$ cat src/rtl/lasx_bank.sv
// lasx_bank: DEPTH x WIDTH storage bank with a synchronous preset on reset
// and a multi-cycle set sweep that presets one entry per cycle.
// Read port is registered, with optional same-cycle write-to-read forwarding
// and complementary Q/QN outputs.
// Optional feature macro: LASX_BANK_PARITY_EN adds a per-entry even-parity
// bit, an ERR_INJ input and a PERR output.
module lasx_bank #(
    parameter int               WIDTH   = 8,
    parameter int               DEPTH   = 4,
    parameter int               AW      = 2,
    parameter logic [WIDTH-1:0] SET_VAL = {WIDTH{1'b1}},
    parameter bit               BYPASS  = 1'b1
) (
    input  logic             CLK,
    input  logic             RSTB,
    input  logic             WE,
    input  logic [AW-1:0]    WADDR,
    input  logic [WIDTH-1:0] D,
    input  logic [AW-1:0]    RADDR,
    input  logic             SETREQ,
    output logic [WIDTH-1:0] Q,
    output logic [WIDTH-1:0] QN,
    output logic             BUSY,
    output logic             DONE
`ifdef LASX_BANK_PARITY_EN
    ,
    input  logic             ERR_INJ,
    output logic             PERR
`endif
);

    typedef enum logic [0:0] {
        ST_IDLE  = 1'b0,
        ST_SWEEP = 1'b1
    } state_t;

    state_t           r_state;
    state_t           w_state_nxt;
    logic [AW-1:0]    r_ptr;
    logic [AW-1:0]    w_ptr_nxt;
    logic             w_done_nxt;
    logic [WIDTH-1:0] r_mem [DEPTH];
    logic [WIDTH-1:0] r_q;
    logic [WIDTH-1:0] r_qn;
    logic             r_busy;
    logic             r_done;

    logic             w_sweep;
    logic             w_waddr_ok;
    logic             w_raddr_ok;
    logic             w_wr_eff;
    logic             w_rd_fwd;
    logic [WIDTH-1:0] w_rd_data;

    assign w_sweep    = (r_state == ST_SWEEP);
    assign w_waddr_ok = (32'(WADDR) < 32'(DEPTH));
    assign w_raddr_ok = (32'(RADDR) < 32'(DEPTH));
    // A write landing on the entry being swept loses: the bank is set-dominant.
    assign w_wr_eff   = WE && w_waddr_ok && !(w_sweep && (WADDR == r_ptr));

    // FSM state register
    always_ff @(posedge CLK) begin
        if (!RSTB) begin
            r_state <= ST_IDLE;
            r_ptr   <= {AW{1'b0}};
        end else begin
            r_state <= w_state_nxt;
            r_ptr   <= w_ptr_nxt;
        end
    end

    // FSM next-state: IDLE waits for SETREQ, SWEEP walks ptr 0..DEPTH-1
    always_comb begin
        w_state_nxt = r_state;
        w_ptr_nxt   = r_ptr;
        w_done_nxt  = 1'b0;
        case (r_state)
            ST_IDLE: begin
                if (SETREQ) begin
                    w_state_nxt = ST_SWEEP;
                    w_ptr_nxt   = {AW{1'b0}};
                end else begin
                    w_state_nxt = ST_IDLE;
                end
            end
            ST_SWEEP: begin
                if (r_ptr == AW'(DEPTH - 1)) begin
                    w_state_nxt = ST_IDLE;
                    w_ptr_nxt   = {AW{1'b0}};
                    w_done_nxt  = 1'b1;
                end else begin
                    w_ptr_nxt   = r_ptr + AW'(1);
                end
            end
            default: begin
                w_state_nxt = ST_IDLE;
                w_ptr_nxt   = {AW{1'b0}};
            end
        endcase
    end

    // Read mux: out-of-range reads return SET_VAL; forwarding shows the value being written
    always_comb begin
        w_rd_data = SET_VAL;
        w_rd_fwd  = 1'b0;
        if (!w_raddr_ok) begin
            w_rd_data = SET_VAL;
        end else if (BYPASS && w_sweep && (RADDR == r_ptr)) begin
            w_rd_data = SET_VAL;
            w_rd_fwd  = 1'b1;
        end else if (BYPASS && w_wr_eff && (WADDR == RADDR)) begin
            w_rd_data = D;
            w_rd_fwd  = 1'b1;
        end else begin
            w_rd_data = r_mem[RADDR];
        end
    end

    // Storage array: reset presets everything, sweep presets entry ptr
    always_ff @(posedge CLK) begin
        if (!RSTB) begin
            for (int i = 0; i < DEPTH; i++) begin
                r_mem[i] <= SET_VAL;
            end
        end else begin
            if (w_wr_eff) begin
                r_mem[WADDR] <= D;
            end
            if (w_sweep) begin
                r_mem[r_ptr] <= SET_VAL;
            end
        end
    end

    // Registered outputs: read data, its complement, sweep status
    always_ff @(posedge CLK) begin
        if (!RSTB) begin
            r_q    <= SET_VAL;
            r_qn   <= ~SET_VAL;
            r_busy <= 1'b0;
            r_done <= 1'b0;
        end else begin
            r_q    <= w_rd_data;
            r_qn   <= ~w_rd_data;
            r_busy <= (w_state_nxt == ST_SWEEP);
            r_done <= w_done_nxt;
        end
    end

    assign Q    = r_q;
    assign QN   = r_qn;
    assign BUSY = r_busy;
    assign DONE = r_done;

`ifdef LASX_BANK_PARITY_EN
    // Even parity: the stored bit makes the total count of ones even.
    function automatic logic even_par(input logic [WIDTH-1:0] data);
        return ^data;
    endfunction

    logic [DEPTH-1:0] r_par;
    logic             r_perr;
    logic             w_perr_nxt;

    // Parity check of the entry being read; forwarded and out-of-range reads never flag
    always_comb begin
        w_perr_nxt = 1'b0;
        if (!w_raddr_ok || w_rd_fwd) begin
            w_perr_nxt = 1'b0;
        end else begin
            w_perr_nxt = even_par(r_mem[RADDR]) ^ r_par[RADDR];
        end
    end

    // Parity storage tracks the data array; ERR_INJ corrupts the written bit
    always_ff @(posedge CLK) begin
        if (!RSTB) begin
            r_par  <= {DEPTH{even_par(SET_VAL)}};
            r_perr <= 1'b0;
        end else begin
            if (w_wr_eff) begin
                r_par[WADDR] <= even_par(D) ^ ERR_INJ;
            end
            if (w_sweep) begin
                r_par[r_ptr] <= even_par(SET_VAL);
            end
            r_perr <= w_perr_nxt;
        end
    end

    assign PERR = r_perr;
`else
    logic w_unused_fwd;
    assign w_unused_fwd = w_rd_fwd;
`endif

endmodule

$ cat config.mk
export PLATFORM = sky130hd
export DESIGN_NAME = lasx_bank
export DESIGN_NICKNAME = d
export VERILOG_FILES = /design/src/rtl/lasx_bank.sv
export SDC_FILE = /design/constraint.sdc
export NUM_CORES = 1
export LEC_CHECK = 0
export CAP_MARGIN = 20
export CORE_MARGIN = 2
export CORE_UTILIZATION = 53
export DETAILED_ROUTE_END_ITERATION = 7
export PLACE_DENSITY = 0.78
export RECOVER_POWER = 100
export SYNTH_ARGS = -nofsm -noshare
export SYNTH_HDL_FRONTEND = slang
export SYNTH_SLANG_ARGS = --single-unit
$ cat constraint.sdc
create_clock -name CLK -period 2.3 [get_ports CLK]
set_clock_uncertainty 0.1 [all_clocks]
set_input_delay 0.23 -clock CLK [delete_from_list [all_inputs] [get_ports CLK]]
set_output_delay 0.23 -clock CLK [all_outputs]
set_load 0.05 [all_outputs]
# Word-level counts from Yosys, hierarchy flattened
# Memories as Yosys holds them, arrays and structs flattened.
# Cells that the tools add are included.
[totals]
out_inout_bits = 18
mem_bits_rw = 32
regBits = 20
memories = 1
[mem_list]
columns = ["name", "words", "width", "read_ports", "rd_ports_with_merged_regs", "wr", "line", "text"]
rows = [
  ["r_mem", 4, 8, 1, 0, 4, "42", "logic [WIDTH-1:0] r_mem [DEPTH];"],
]
[op_classes]
mux = 22
n_addsub = 1
bitwise = 2
n_reduce_logical = 8
n_eq_ne = 5
[ops]
columns = ["op", "count"]
rows = [
  ["8-bit two-way mux", 4],
  ["8-bit OR reduction", 2],
  ["1-bit two-way mux", 12],
  ["2-bit two-way mux", 4],
  ["8-bit inverter", 1],
  ["2-bit == test", 3],
  ["1-bit logical AND", 4],
  ["2-bit case mux with 2 select lines", 1],
  ["2-bit by 1-bit adder with 2-bit output, second input constant", 1],
  ["2-bit == test, second input constant", 1],
  ["2-bit != test, second input constant", 1],
  ["1-bit case mux with 2 select lines", 1],
  ["2-bit AND reduction", 1],
  ["1-bit zero test", 1],
  ["1-bit inverter", 1],
]

# Logic depth before layout (Yosys ltp)
[logic_depth]
depth_word = 9
mapped_depth = 8
depth_no_buf = 4

# Worst setup path before layout
# No wires, ideal clock.
[synth_timing]
kind = "register to register"
from = "register BUSY (netlist name)"
to = "register r_q[0], in the netlist Q[0]"
arrival_ns = 1.813
setup_time_ns = 0.120
path_slack_ns = 0.267
path_stages_with_launch = 7
n_path_buf = 3
t_required_ns = 2.080
period_less_slack_ns = 2.033
path_cell_list = "dfxtp_1 buf_2 nand3_1 and2_4 buf_6 buf_6 a211o_1"
[synth_lines]
columns = ["item", "line", "text"]
rows = [
  ["end signal, assigned", "143", "r_q <= w_rd_data;"],
  ["end, declared", "43", "logic [WIDTH-1:0] r_q;"],
]

==> impl_results.md <==
- CTS sink cnt: 52
- Post-synthesis mux area share: 22.93%
- Grt total ovfl: 0
- Net Sw Frac: 27.96%
- Clock group share of total power: 29.4%
- Pre-CTS setup slack: 200.9 ps
- Largest family of logic cells by synthesized area: multiplexers
- Buffers on Ports: 33
- Switching power: 0.4955 mW
- FMAX: 525.5 MHz
- DIE HEIGHT: 70.07 um
- Synth Cell Area: 2313 um^2
- FP Rows: 24
- Die area: 4910 um^2
- All-Layer GR Usage: 20.23%
- Drt initial violations: 70
- Rel. slew slack: 58.59%
- Synth Area in Adders: 2.163%
- Top post-synthesis cells by area: dfxtp_1, mux2i_1, mux4_1, nand2_1, a311oi_4
- Setup ws final: 396.9 ps
- Seq/Total Area, Yosys: 45.00%
- RSZ-0062 raised after global routing: false
- # IOs: 34
- # hold bufs at CTS: 0
- CTS Root Cell: clkbuf_8
- Global-route wire length before repair: 7686 um
- CTS buffer count: 5
- Area leader, netlist: dfxtp_1
- Top cell type's share of synthesized area: 45.00%
- Library cells used by synthesis: 29
- Chip Width: 70.07 um
- Nets: 261
- Starting Density: 54.25%
- CTS tree: built
- Fillcell total: 360
- Hold depth: 2
- Crit. End Element: register
- Top-count cell post-synth: dfxtp_1
- Syn Area/Cell: 11.68 um^2
- Design area: 2809 um^2
- Outcome: finished, final reports clean
- Reg area: 1041 um^2
- Final min period: 1903 ps
- Power Density: 630.9 nW/um^2
- Drt first pass iters: 4
- Antenna Cells: 0
- XOR/XNOR share of the synthesized area: 2.271%
- Via/cell ratio: 5.439
- Most frequent cells after synthesis: dfxtp_1, nand2_1, mux2i_1
- Primary FF master, synth: dfxtp_1
- Seq pwr share: 53.6%
- Count of final max-slew check failures: 0
- Setup TNS: 0 ps
- Share of layout cells above drive strength 1: 11.98%
- Initial antenna violation count: 0
- Worst endpoint required time: 2390 ps
- MaxCap Viol Count: 0
- Post-place instance area: 2753 um^2
- Simple-Gate Fraction of Synth Area: 8.761%
- Hold WC Path Type: register to register
- Crit path DAT: 2000 ps
- Total setup buffers inserted after CTS: 0
- Critical Path Fanout Max: 7
- Gate Count Post-Synth: 198
- Worst skew pair latency: 300 ps
- Largest net degree at the start of global routing: 18
- DRC: 0
- Core Area: 4264 um^2
- CP Launch Type: register
- Wire per inst: 15.37 um
- Hold WS: 373.8 ps
- Cts repair resizes: 0
- Share of total power in combinational logic: 16.9%
- Via count: 1599
- CTS max path bufs: 2
- Reg2Reg Depth: 5
- Compound-Gate Fraction of Synth Area: 14.44%
- Remaining antenna violation count after routing: 0
- Syn_nets: 218
- VDD IR max: 371.2 uV
- Worst-path clk slew: 90 ps
- Final hold violations: 0
- H-tree Lvls: 2
- Setup Viol. Count Final: 0
- Synth Register Bits: 52
- Vias in the first global route: 1546
- CP Class: register to register
- Yosys warning count: 0
- Period utilization: 82.74%
- Routed WL: 4519 um
- Internal power: 1.277 mW
- Ys async rst share: 0%
- DP HPWL: 3234 um
- Post-synth EDFFs: 0
- Leak Pwr: 1.056 nW
- Worst-Margin Slew: 621.2 ps
- Area Overhead vs Synth: 21.42%
- Multi-input logic area: 1152 um^2
- Final Wtd Congestion: 0.7892
==> registers in the layout, indices dropped and copies added, names as in the netlist <==
signal / count
BUSY: 1
DONE: 1
Q: 8
QN: 8
r_mem: 32
r_ptr: 2
==> through the flow <==
stage / util, % / total power, mW / instances
after global routing: 65.87 / 1.849 / 294
after global placement: 64.55 / 1.280 / 286
after detailed placement: 64.55 / 1.285 / 286
final: 65.87 / 1.772 / 294
after floorplan: - / 1.171 / 198
after CTS: 66.70 / 1.799 / 294
==> kinds of logic (layout without fill, tap and decap cells) <==
group,after synthesis,count (layout)
DFF,52,52
xor gates and xnor gates,6,6
and+or+nand+nor,46,46
buffers and inverters,15,59
muxes,40,40
AOI/OAI and AO/OA,35,35
adders and majority gates,4,4
==> cell type report <==
cell class              instances  area share [%]
repair buffers                 48           15.95
multi-input cells             131           41.02
well taps                      52           2.316
inverters                       3          0.4009
flip-flops and latches         52           37.06
clock buffers                   5           2.450
clock inverters                 3          0.8018
==> power groups by stage <==
stage,clock [mW],sequential (mW),combinational (mW)
after floorplan,0,1.03,0.146
after global placement,0,0.972,0.309
after detailed placement,0,0.973,0.312
after CTS,0.534,0.952,0.314
after global routing,0.572,0.956,0.322
final,0.522,0.951,0.300
==> placed cells by master (no fill, tap or decap), types with 2 or more instances in the layout <==
| cell | netlist | final |
|---|---|---|
| a211o_1 | 2 | 2 |
| a211o_2 | 6 | 6 |
| a211oi_1 | 8 | 8 |
| a21boi_0 | 10 | 10 |
| a21boi_1 | 3 | 3 |
| a311oi_4 | 3 | 2 |
| and3_1 | 2 | 2 |
| buf_12 | 0 | 2 |
| buf_4 | 1 | 9 |
| clkbuf_1 | 2 | 4 |
| clkbuf_8 | 0 | 5 |
| clkdlybuf4s50_1 | 0 | 15 |
| dfxtp_1 | 52 | 52 |
| dlygate4sd3_1 | 0 | 17 |
| ha_1 | 4 | 4 |
| inv_1 | 3 | 3 |
| mux2i_1 | 32 | 32 |
| mux4_1 | 8 | 8 |
| nand2_1 | 34 | 34 |
| nand2b_1 | 2 | 2 |
| nand3_1 | 2 | 2 |
| xnor2_1 | 6 | 6 |
==> final timing paths <==
kind | start | to | slack (ps)
setup / recovery | r_ptr[1] | r_mem[1][3] | 400
hold / removal | r_mem[0][1] | r_mem[0][1] | 370
setup reg to reg | r_ptr[1] | r_mem[1][3] | 400
hold reg to reg | r_mem[0][1] | r_mem[0][1] | 370
==> routing by layer <==
layer | track usage, % | vias to the layer above | share of wire (%)
met5 | 0 | - | 0
met4 | 6.624 | 0 | 1.3
met3 | 5.051 | 6 | 3.8
met2 | 32.80 | 37 | 47
met1 | 26.52 | 754 | 48
li1 | - | 802 | -
==> critical path, cell delays in order, from the launching register on <==
cell,delay (ps)
dfxtp_1,580
inv_1,190
a311oi_1,370
clkbuf_1,260
mux2i_1,240
nand2_1,70
Power figures use the tool's default switching activity.
